**src/rtl/mod_updown_counter.sv**
```systemverilog
// Modulo-N up/down counter with load clamp, terminal count and wrap pulse.
// Define MOD_COUNTER_SATURATE_EN to hold at the bounds instead of wrapping.
module mod_updown_counter #(
  parameter int WIDTH     = 4,
  parameter int MODULUS   = 10,
  parameter int RESET_VAL = 0
) (
  input  logic             clk,
  input  logic             rst,
  input  logic             en,
  input  logic             up_dn,
  input  logic             load,
  input  logic [WIDTH-1:0] load_val,
  output logic [WIDTH-1:0] q,
  output logic             tc,
  output logic             wrap,
  output logic             load_err
);

  localparam logic [WIDTH-1:0] MaxVal = WIDTH'(MODULUS - 1);
  localparam logic [WIDTH-1:0] RstVal = WIDTH'(RESET_VAL);

  logic [WIDTH-1:0] q_q, q_d;
  logic             wrap_q, wrap_d;
  logic             lerr_q, lerr_d;
  logic             at_max, at_zero, in_range;

  assign at_max   = (q_q == MaxVal);
  assign at_zero  = (q_q == '0);
  // MaxVal always fits in WIDTH bits, so <= avoids forming MODULUS itself
  assign in_range = (load_val <= MaxVal);

  always_comb begin
    q_d    = q_q;
    wrap_d = 1'b0;
    lerr_d = 1'b0;
    if (load) begin
      q_d    = in_range ? load_val : MaxVal;
      lerr_d = ~in_range;
    end else if (en) begin
      if (up_dn) begin
        if (at_max) begin
`ifdef MOD_COUNTER_SATURATE_EN
          q_d    = q_q;
`else
          q_d    = '0;
          wrap_d = 1'b1;
`endif
        end else begin
          q_d = q_q + 1'b1;
        end
      end else begin
        if (at_zero) begin
`ifdef MOD_COUNTER_SATURATE_EN
          q_d    = q_q;
`else
          q_d    = MaxVal;
          wrap_d = 1'b1;
`endif
        end else begin
          q_d = q_q - 1'b1;
        end
      end
    end
  end

  always_ff @(posedge clk) begin
    if (rst) begin
      q_q    <= RstVal;
      wrap_q <= 1'b0;
      lerr_q <= 1'b0;
    end else begin
      q_q    <= q_d;
      wrap_q <= wrap_d;
      lerr_q <= lerr_d;
    end
  end

  assign q        = q_q;
  assign wrap     = wrap_q;
  assign load_err = lerr_q;
  assign tc       = en & ~load & ((up_dn & at_max) | (~up_dn & at_zero));

endmodule

```
**config.mk**
```make
export PLATFORM = sky130hd
export DESIGN_NAME = mod_updown_counter
export DESIGN_NICKNAME = d
export VERILOG_FILES = /design/src/rtl/mod_updown_counter.sv
export SDC_FILE = /design/constraint.sdc
export NUM_CORES = 1
export LEC_CHECK = 0
export CAP_MARGIN = 20
export CORE_AREA = 3 3 40 42
export CTS_BUF_LIST = sky130_fd_sc_hd__clkbuf_8 sky130_fd_sc_hd__clkbuf_16
export DETAILED_ROUTE_END_ITERATION = 10
export DIE_AREA = 0 0 43 45
export GPL_TIMING_DRIVEN = 0
export HOLD_SLACK_MARGIN = 0.15
export PLACE_DENSITY = 0.6
export RECOVER_POWER = 50
export SYNTH_ARGS = -nofsm -noshare
export SYNTH_HDL_FRONTEND = slang
export SYNTH_SLANG_ARGS = --single-unit
```
**constraint.sdc**
```tcl
create_clock -name clk -period 1.7 [get_ports clk]
set_clock_uncertainty 0.15 [all_clocks]
set_input_delay 0.34 -clock clk [delete_from_list [all_inputs] [get_ports clk]]
set_output_delay 0.34 -clock clk [all_outputs]
set_load 0.02 [all_outputs]
```
# After elaboration in Yosys (flattened, before gate mapping)
# Cells that the tools add are included.
# op_classes
add_sub_neg,2
order_cmp,1
eq_ne,1
mux,9
n_bitwise,9
reduce_logical,4
# ops
operator,count
$mux W4,6
$add A4 B1 Y4 const B,1
$and A1 B1 Y1,4
$eq A4 B4 Y1 const B,1
$le A4 B4 Y1 const B,1
$logic_not A4 Y1,1
$not A1 Y1,4
$sub A4 B1 Y4 const B,1
$mux W1,3
$reduce_or A3 Y1,1
$reduce_bool A2 Y1,1
$reduce_or A2 Y1,1
$or A1 B1 Y1,1
# word_totals
reg_bits,6
inputBits,9
output_inout_bits,7
wordCells,29

# Depth between registers and ports, before layout
# Gate-level depths: netlist of the first run.
# logic_depth
ltp_word,5
depth_mapped,5
mapped_depth_nobuf,4

# Worst setup path after synthesis of the first run
# Ideal clock, no wire load.
# synth_timing
path_type,flip-flop to output port
startpoint,register q_q[3] (netlist: q[3])
endpoint,output tc
arrival_time_ns,1.313
t_required_ns,1.210
path_slack_ns,-0.103
stages_incl_launch_ff,4
n_path_buf,1
path_cell_list,dfxtp_1 buf_6 or3_4 a211oi_2
# synth_via
elab_chain_len,4
elab_cells_between_ends,6
cone_classes,eq/ne: 1; bitwise: 4; reduce/logical: 1
# synth_rtl
element,line_no,rtl
from (decl),23,"logic [WIDTH-1:0] q_q, q_d;"
from (signal assigned),69,q_q <= RstVal;
from (signal assigned),73,q_q <= q_d;
$eq A4 B4 Y1 or $logic_not A4 Y1 (tied branches),"28, 29",
$and A1 B1 Y1,82,assign tc = en & ~load & ((up_dn & at_max) | (~up_dn & at_zero));
$or A1 B1 Y1 *,82,
$and A1 B1 Y1 *,82,
to (decl),15,"output logic tc,"
# Mark *: on every way between the ends. The rest lies on a longest branch, timed or not.

# Worst setup path in the final report of the first run
# Ends and elaborated chain as after synthesis.

==> flow_metrics.py, run 1 <==
metrics = {
    "synthesis": {
        "ys_seq_area_frac": 0.296,
        "async_reset_ff_frac": 0,
        "yosys-top-cells-area": "dfxtp_1 (30%), a21oi_1 (6.2%), o21ai_0 (4.9%)",
        "synth_warnings": 0,
        "synth_nets": 60,
        "synth_top_area_frac": 0.296,
        "synthCells": 51,
        "yosysTopAreaCell": "dfxtp_1",
        "synth_ff_type": "dfxtp_1",
        "ys_ff_latch": 6,
        "yosysMostFrequentCell": "dfxtp_1",
        "synth_edf_count": 0,
        "avgSynthCellArea_sq_um": 7.95,
        "synth_commonest_cells": "dfxtp_1 (6), a21oi_1 (5), nor2_1 (5)",
        "synth_area_sq_um": 405,
        "synth_cell_types": 28,
    },
    "sta": {
        "maxSlewHeadroom": 0.783,
        "timing.final.ws_setup_ns": -0.0869,
        "fmax_ghz": 0.560,
        "worst_hold_slack_ns": 0.390,
        "min_period_over_period": 1.05,
        "setup_viol": 1,
        "fin_crit_ns": 1.79,
        "grt_setup_unrepaired": "true",
        "tns_ns": -0.0869,
        "tightest_slew_ns": 0.325,
        "slew_viol_final": 0,
        "hold_viol": 0,
    },
    "power": {
        "leakagePower_nw": 0.234,
        "power_density_nw_per_um2": 822,
        "peakVddDrop_mv": 0.382,
        "power_mw": 0.504,
    },
    "min_path": {
        "hold_start": "load",
        "whs_path_depth": 3,
        "hold_class": "in2reg",
        "hold_end": "load_err",
    },
    "setup_path": {
        "cp-end-kind": "output pin",
        "crit_path_start": "q[3]",
        "crit_fanout": 3,
        "ff2ff_path_depth": 4,
        "worst_ep_arrival_time_ns": 1.30,
        "start_kind": "register",
        "r2r-end": "wrap",
        "r2r-start": "q[3]",
        "path_class": "reg2out",
        "cp.required_ns": 1.21,
        "r2r_slack_ns": 0.32,
    },
    "place": {
        "dp.cells": 79,
        "post_dp_cell_area_sq_um": 563,
        "place_ws_ns": -0.783,
        "dp_hpwl_microns": 680,
        "port_buffers": 13,
        "routabilityCongestion": 0.738,
    },
    "floorplanning": {
        "io_pins": 16,
        "fp.coreArea_sq_um": 1280,
        "die_width_microns": 43,
        "rows": 13,
        "dieArea_sq_um": 1940,
        "die_h_microns": 45,
        "initial_core_util": 0.315,
    },
    "cts": {
        "htreeDepth": 1,
        "clock-root-buffer": "clkbuf_8",
        "clk_latency_ns": 0.22,
        "path_clk_slew_ns": 0.04,
        "cts_hold_buf": 0,
        "cts.sinks": 6,
        "cts_buffers": 3,
        "clk_path_buf_depth": 2,
        "cts_tree": "built",
    },
    "job": {
        "drv_cap": 0,
    },
    "final_layout": {
        "fin_area_sq_um": 613,
        "antennaDiodeCount": 0,
        "post-route-util": 0.477,
        "drive_gt1_frac": 0.176,
        "filler_cell_count": 130,
        "instances_no_fill": 83,
        "nets": 79,
        "syn_to_final_growth_pct": 51.2,
    },
    "drt": {
        "drt_pre_antenna_iters": 4,
        "detail-route-antenna-nets": 0,
        "wire_per_inst_microns": 11.2,
        "wirelength_microns": 929,
        "first_iter_violations": 6,
        "via_count": 409,
        "drc": 0,
        "viasPerCell": 4.93,
    },
    "status": {
        "violations": "setup timing",
        "status": "complete, but fails checks",
    },
    "grt": {
        "track_usage": 0.107,
        "grt.overflow.total": 0,
        "antenna_found_initial": 0,
        "grt_first_pass_wirelength_microns": 1550,
        "first_global_vias": 351,
        "grt_max_degree": 11,
    },
}
[layout by cell type, fill, tap and decap left out]
| master | netlist | final |
|---|---|---|
| o21a_1 | 1 | 1 |
| nor2b_1 | 3 | 3 |
| clkbuf_1 | 1 | 1 |
| dfxtp_1 | 6 | 4 |
| buf_6 | 1 | 2 |
| a221oi_1 | 1 | 1 |
| clkdlybuf4s50_1 | 0 | 8 |
| or3_4 | 1 | 1 |
| nor4_1 | 1 | 1 |
| xnor2_1 | 2 | 2 |
| and4b_1 | 1 | 1 |
| nor3_1 | 2 | 2 |
| nand3_1 | 1 | 1 |
| dfxtp_2 | 0 | 2 |
| o2111a_1 | 1 | 1 |
| o21ai_0 | 4 | 4 |
| xor2_1 | 1 | 1 |
| o21bai_1 | 1 | 1 |
| o22ai_1 | 1 | 1 |
| buf_4 | 0 | 2 |
| nand2b_1 | 1 | 1 |
| nor2_1 | 5 | 5 |
| o2111ai_1 | 1 | 1 |
| clkbuf_8 | 0 | 3 |
| inv_1 | 1 | 1 |
| dlygate4sd2_1 | 0 | 3 |
| buf_2 | 2 | 1 |
| and3_1 | 1 | 1 |
| a21oi_1 | 5 | 5 |
| nand2_1 | 2 | 2 |
| a211oi_4 | 0 | 1 |
| a21boi_0 | 1 | 1 |
| nand3b_1 | 2 | 2 |
| dlygate4sd3_1 | 0 | 1 |
[cells by family (layout without fill, tap and decap cells)]
family | Yosys count | in the layout | synth area share
compound gates | 17 | 17 | 0.284
xor+xnor | 3 | 3 | 0.0648
buf+inv | 5 | 22 | 0.0710
flops | 6 | 6 | 0.296
simple gates | 20 | 20 | 0.284
[power breakdown]
group	total (mW)	internal (mW)	leakage [nW]	switching [mW]
clock network	0.217	0.152	0.0216	0.0642
logic	0.126	0.0641	0.162	0.0615
registers	0.162	0.151	0.0499	0.0103
total	0.504	0.368	0.234	0.136
[final cells by class]
| cell class | count | area (sq um) | share of cell area |
|---|---|---|---|
| tap | 15 | 18.8 | 0.0306 |
| multi-input combinational | 40 | 264 | 0.431 |
| inverter | 1 | 3.75 | 0.00612 |
| clock buffer | 3 | 41.3 | 0.0673 |
| sequential | 6 | 123 | 0.200 |
| timing repair buffer | 15 | 143 | 0.233 |
| buffer | 3 | 20.0 | 0.0327 |
[critical path, stage by stage, from the launching register on]
cell	delay, ns
dfxtp_2	0.31
or3_4	0.39
a211oi_4	0.23
buf_6	0.15
[per-layer routing]
layer / GRT usage / up-vias / routed length, microns
met4: 0.0361 / 0 / 0
met3: 0.0478 / 0 / 53
met5: 0 / - / 0
met1: 0.147 / 175 / 483
li1: - / 222 / -
met2: 0.150 / 12 / 393
[sequential cells by signal, indices dropped and copies added, names as in the netlist]
register	cells
wrap	1
q	4
load_err	1
[worst max path at each step]
stage / to / depth (start not counted)
2_1_floorplan: tc / 3
3_3_place_gp: tc / 4
3_5_place_dp: tc / 4
4_1_cts: tc / 4
5_1_grt: tc / 3
6_report: tc / 3
[timing repair]
item	in CTS	in global routing
setup buffers	2	0
endpoints found under the setup margin	3	2
pin swaps	2	2
resized for setup	9	4
No activity file was read; power rests on OpenSTA's default activity.
==> run 2: changes to the inputs <==
--- a/config.mk
+++ b/config.mk
@@ -5,7 +5,7 @@
 export SDC_FILE = /design/constraint.sdc
 export NUM_CORES = 1
 export LEC_CHECK = 0
-export CAP_MARGIN = 20
+export CAP_MARGIN = 40
 export CORE_AREA = 3 3 40 42
 export CTS_BUF_LIST = sky130_fd_sc_hd__clkbuf_8 sky130_fd_sc_hd__clkbuf_16
 export DETAILED_ROUTE_END_ITERATION = 10
==> constraint.sdc (replaced) <==
create_clock -name clk -period 1.7 [get_ports clk]
set_clock_uncertainty 0.15 [all_clocks]
set_input_delay 0.255 -clock clk [delete_from_list [all_inputs] [get_ports clk]]
set_output_delay 0.255 -clock clk [all_outputs]
set_load 0.02 [all_outputs]
==> run 2 against run 1 <==
The run still ends with setup timing left. Cell count fell by 1.2%. Worst setup slack improved by 0.052 ns. Die area did not move. Utilization fell by 0.97 points. Hold slack got worse by 0.079 ns. Clock power fell by 5%. Cell area fell by 2.0%. Combinational power fell by 3%. Critical endpoint unchanged. Largest cell class unchanged.
==> flow_metrics.py, run 2 (same netlist as run 1, synthesis figures left out) <==
metrics = {
    "drt": {
        "wire_per_inst_microns": 11.5,
        "detail-route-antenna-nets": 0,
        "first_iter_violations": 8,
        "drt_pre_antenna_iters": 4,
        "drc": 0,
        "wirelength_microns": 944,
        "via_count": 422,
        "viasPerCell": 5.15,
    },
    "power": {
        "netSwitchingFraction": 0.259,
        "peakVddDrop_mv": 0.376,
        "p_int_mw": 0.364,
        "leakagePower_nw": 0.227,
        "comb_power_share": 0.249,
        "power_mw": 0.491,
        "p_clk_frac": 0.422,
        "power_switching_mw": 0.127,
        "power_density_nw_per_um2": 818,
        "pwr-share-seq": 0.330,
    },
    "cts": {
        "cts.sinks": 6,
        "cts_tree": "built",
        "htreeDepth": 1,
        "cts_buffers": 3,
        "clk_path_buf_depth": 2,
        "clk_latency_ns": 0.22,
        "clock-root-buffer": "clkbuf_8",
        "path_clk_slew_ns": 0.04,
    },
    "final_layout": {
        "post-route-util": 0.467,
        "syn_to_final_growth_pct": 48.1,
        "fin_area_sq_um": 601,
        "antennaDiodeCount": 0,
        "nets": 78,
        "final_cell_mix": "clkdlybuf4s50_1 (8), nor2_1 (5), a21oi_1 (5), dfxtp_1 (5), o21ai_0 (4)",
        "largest_reg_flops": 4,
        "final_common_cell": "clkdlybuf4s50_1",
        "drive_gt1_frac": 0.149,
    },
    "sta": {
        "tightest_slew_ns": 0.326,
        "fmax_ghz": 0.576,
        "maxSlewHeadroom": 0.783,
        "worst_hold_slack_ns": 0.311,
        "slew_viol_final": 0,
        "grt_setup_unrepaired": "true",
        "min_period_over_period": 1.02,
        "fin_crit_ns": 1.73,
        "timing.final.ws_setup_ns": -0.0348,
        "hold_viol": 0,
        "setup_viol": 1,
    },
    "place": {
        "place_ws_ns": -0.604,
        "post_dp_cell_area_sq_um": 562,
        "routabilityCongestion": 0.695,
        "port_buffers": 13,
        "dp_hpwl_microns": 686,
    },
    "status": {
        "violations": "setup timing",
        "status": "complete, but fails checks",
    },
    "setup_path": {
        "start_kind": "register",
        "cp-end-kind": "output pin",
        "ff2ff_path_depth": 5,
        "r2r_slack_ns": 0.30,
        "worst_ep_arrival_time_ns": 1.33,
        "r2r-end": "q[3]",
        "cp.required_ns": 1.29,
        "crit_fanout": 3,
        "path_class": "reg2out",
        "r2r-start": "q[3]",
    },
    "floorplanning": {
        "io_pins": 16,
        "initial_core_util": 0.315,
        "die_width_microns": 43,
        "die_h_microns": 45,
        "fp.coreArea_sq_um": 1280,
        "rows": 13,
        "dieArea_sq_um": 1940,
    },
    "min_path": {
        "hold_class": "in2reg",
        "hold_start": "load",
        "whs_path_depth": 3,
        "hold_end": "load_err",
    },
    "grt": {
        "track_usage": 0.111,
        "first_global_vias": 369,
        "grt_max_degree": 11,
        "grt_first_pass_wirelength_microns": 1610,
        "grt.overflow.total": 0,
        "antenna_found_initial": 0,
    },
    "job": {
        "drv_cap": 0,
    },
}
-- run 2: changes by cell type in the layout (fill, tap and decap cells not counted), sizes merged --
cell  delta
buf      -1
-- run 2: critical path, cell delays in order (launching register included) --
cell      delay, ns
dfxtp_2        0.32
or3_4          0.39
a211oi_4       0.25
buf_6          0.15
-- run 2: metal layers --
| metal | share of wire | GRT usage |
|---|---|---|
| met5 | 0 | 0 |
| met4 | 0 | 0.0181 |
| met3 | 0.072 | 0.0518 |
| met2 | 0.47 | 0.183 |
| met1 | 0.46 | 0.135 |
-- run 2: timing repair --
action                     CTS  global route
hold buffers                 0             0
setup endpoints to repair    3             1
pin swaps                    2             2
setup buffers                1             0
resized for setup           11             0
gates cloned                 0             0
-- run 2: how the worst max path moves through the flow --
stage / to / from / slack, ns / cells after the start
floorplan: tc / q[3] / 0.04 / 3
global placement: tc / en / -0.61 / 4
detailed placement: tc / en / -0.60 / 4
CTS: tc / q[3] / -0.09 / 4
global route: tc / q[3] / -0.11 / 3
finish: tc / q[3] / -0.03 / 3
-- run 2: final cells by class --
cell class	count	area (sq um)
buffer	3	16.3
clock buffer	3	41.3
fill	132	684
inverter	1	3.75
multi-input combinational	40	264
sequential	6	121
tap	15	18.8
timing repair buffer	14	135
-- run 2: through the flow --
stage	instances	setup TNS [ns]
2_1_floorplan	51	0
3_3_place_gp	79	-0.614
3_5_place_dp	79	-0.604
4_1_cts	83	-0.0892
5_1_grt	82	-0.108
6_report	82	-0.0348
-- run 2: power groups by stage --
stage / combinational, mW / clock, mW / sequential (mW)
final: 0.122 / 0.207 / 0.162
after global routing: 0.134 / 0.227 / 0.165
after CTS: 0.129 / 0.216 / 0.161
after detailed placement: 0.126 / 0 / 0.163
after global placement: 0.126 / 0 / 0.163
after floorplan: 0.0682 / 0 / 0.172
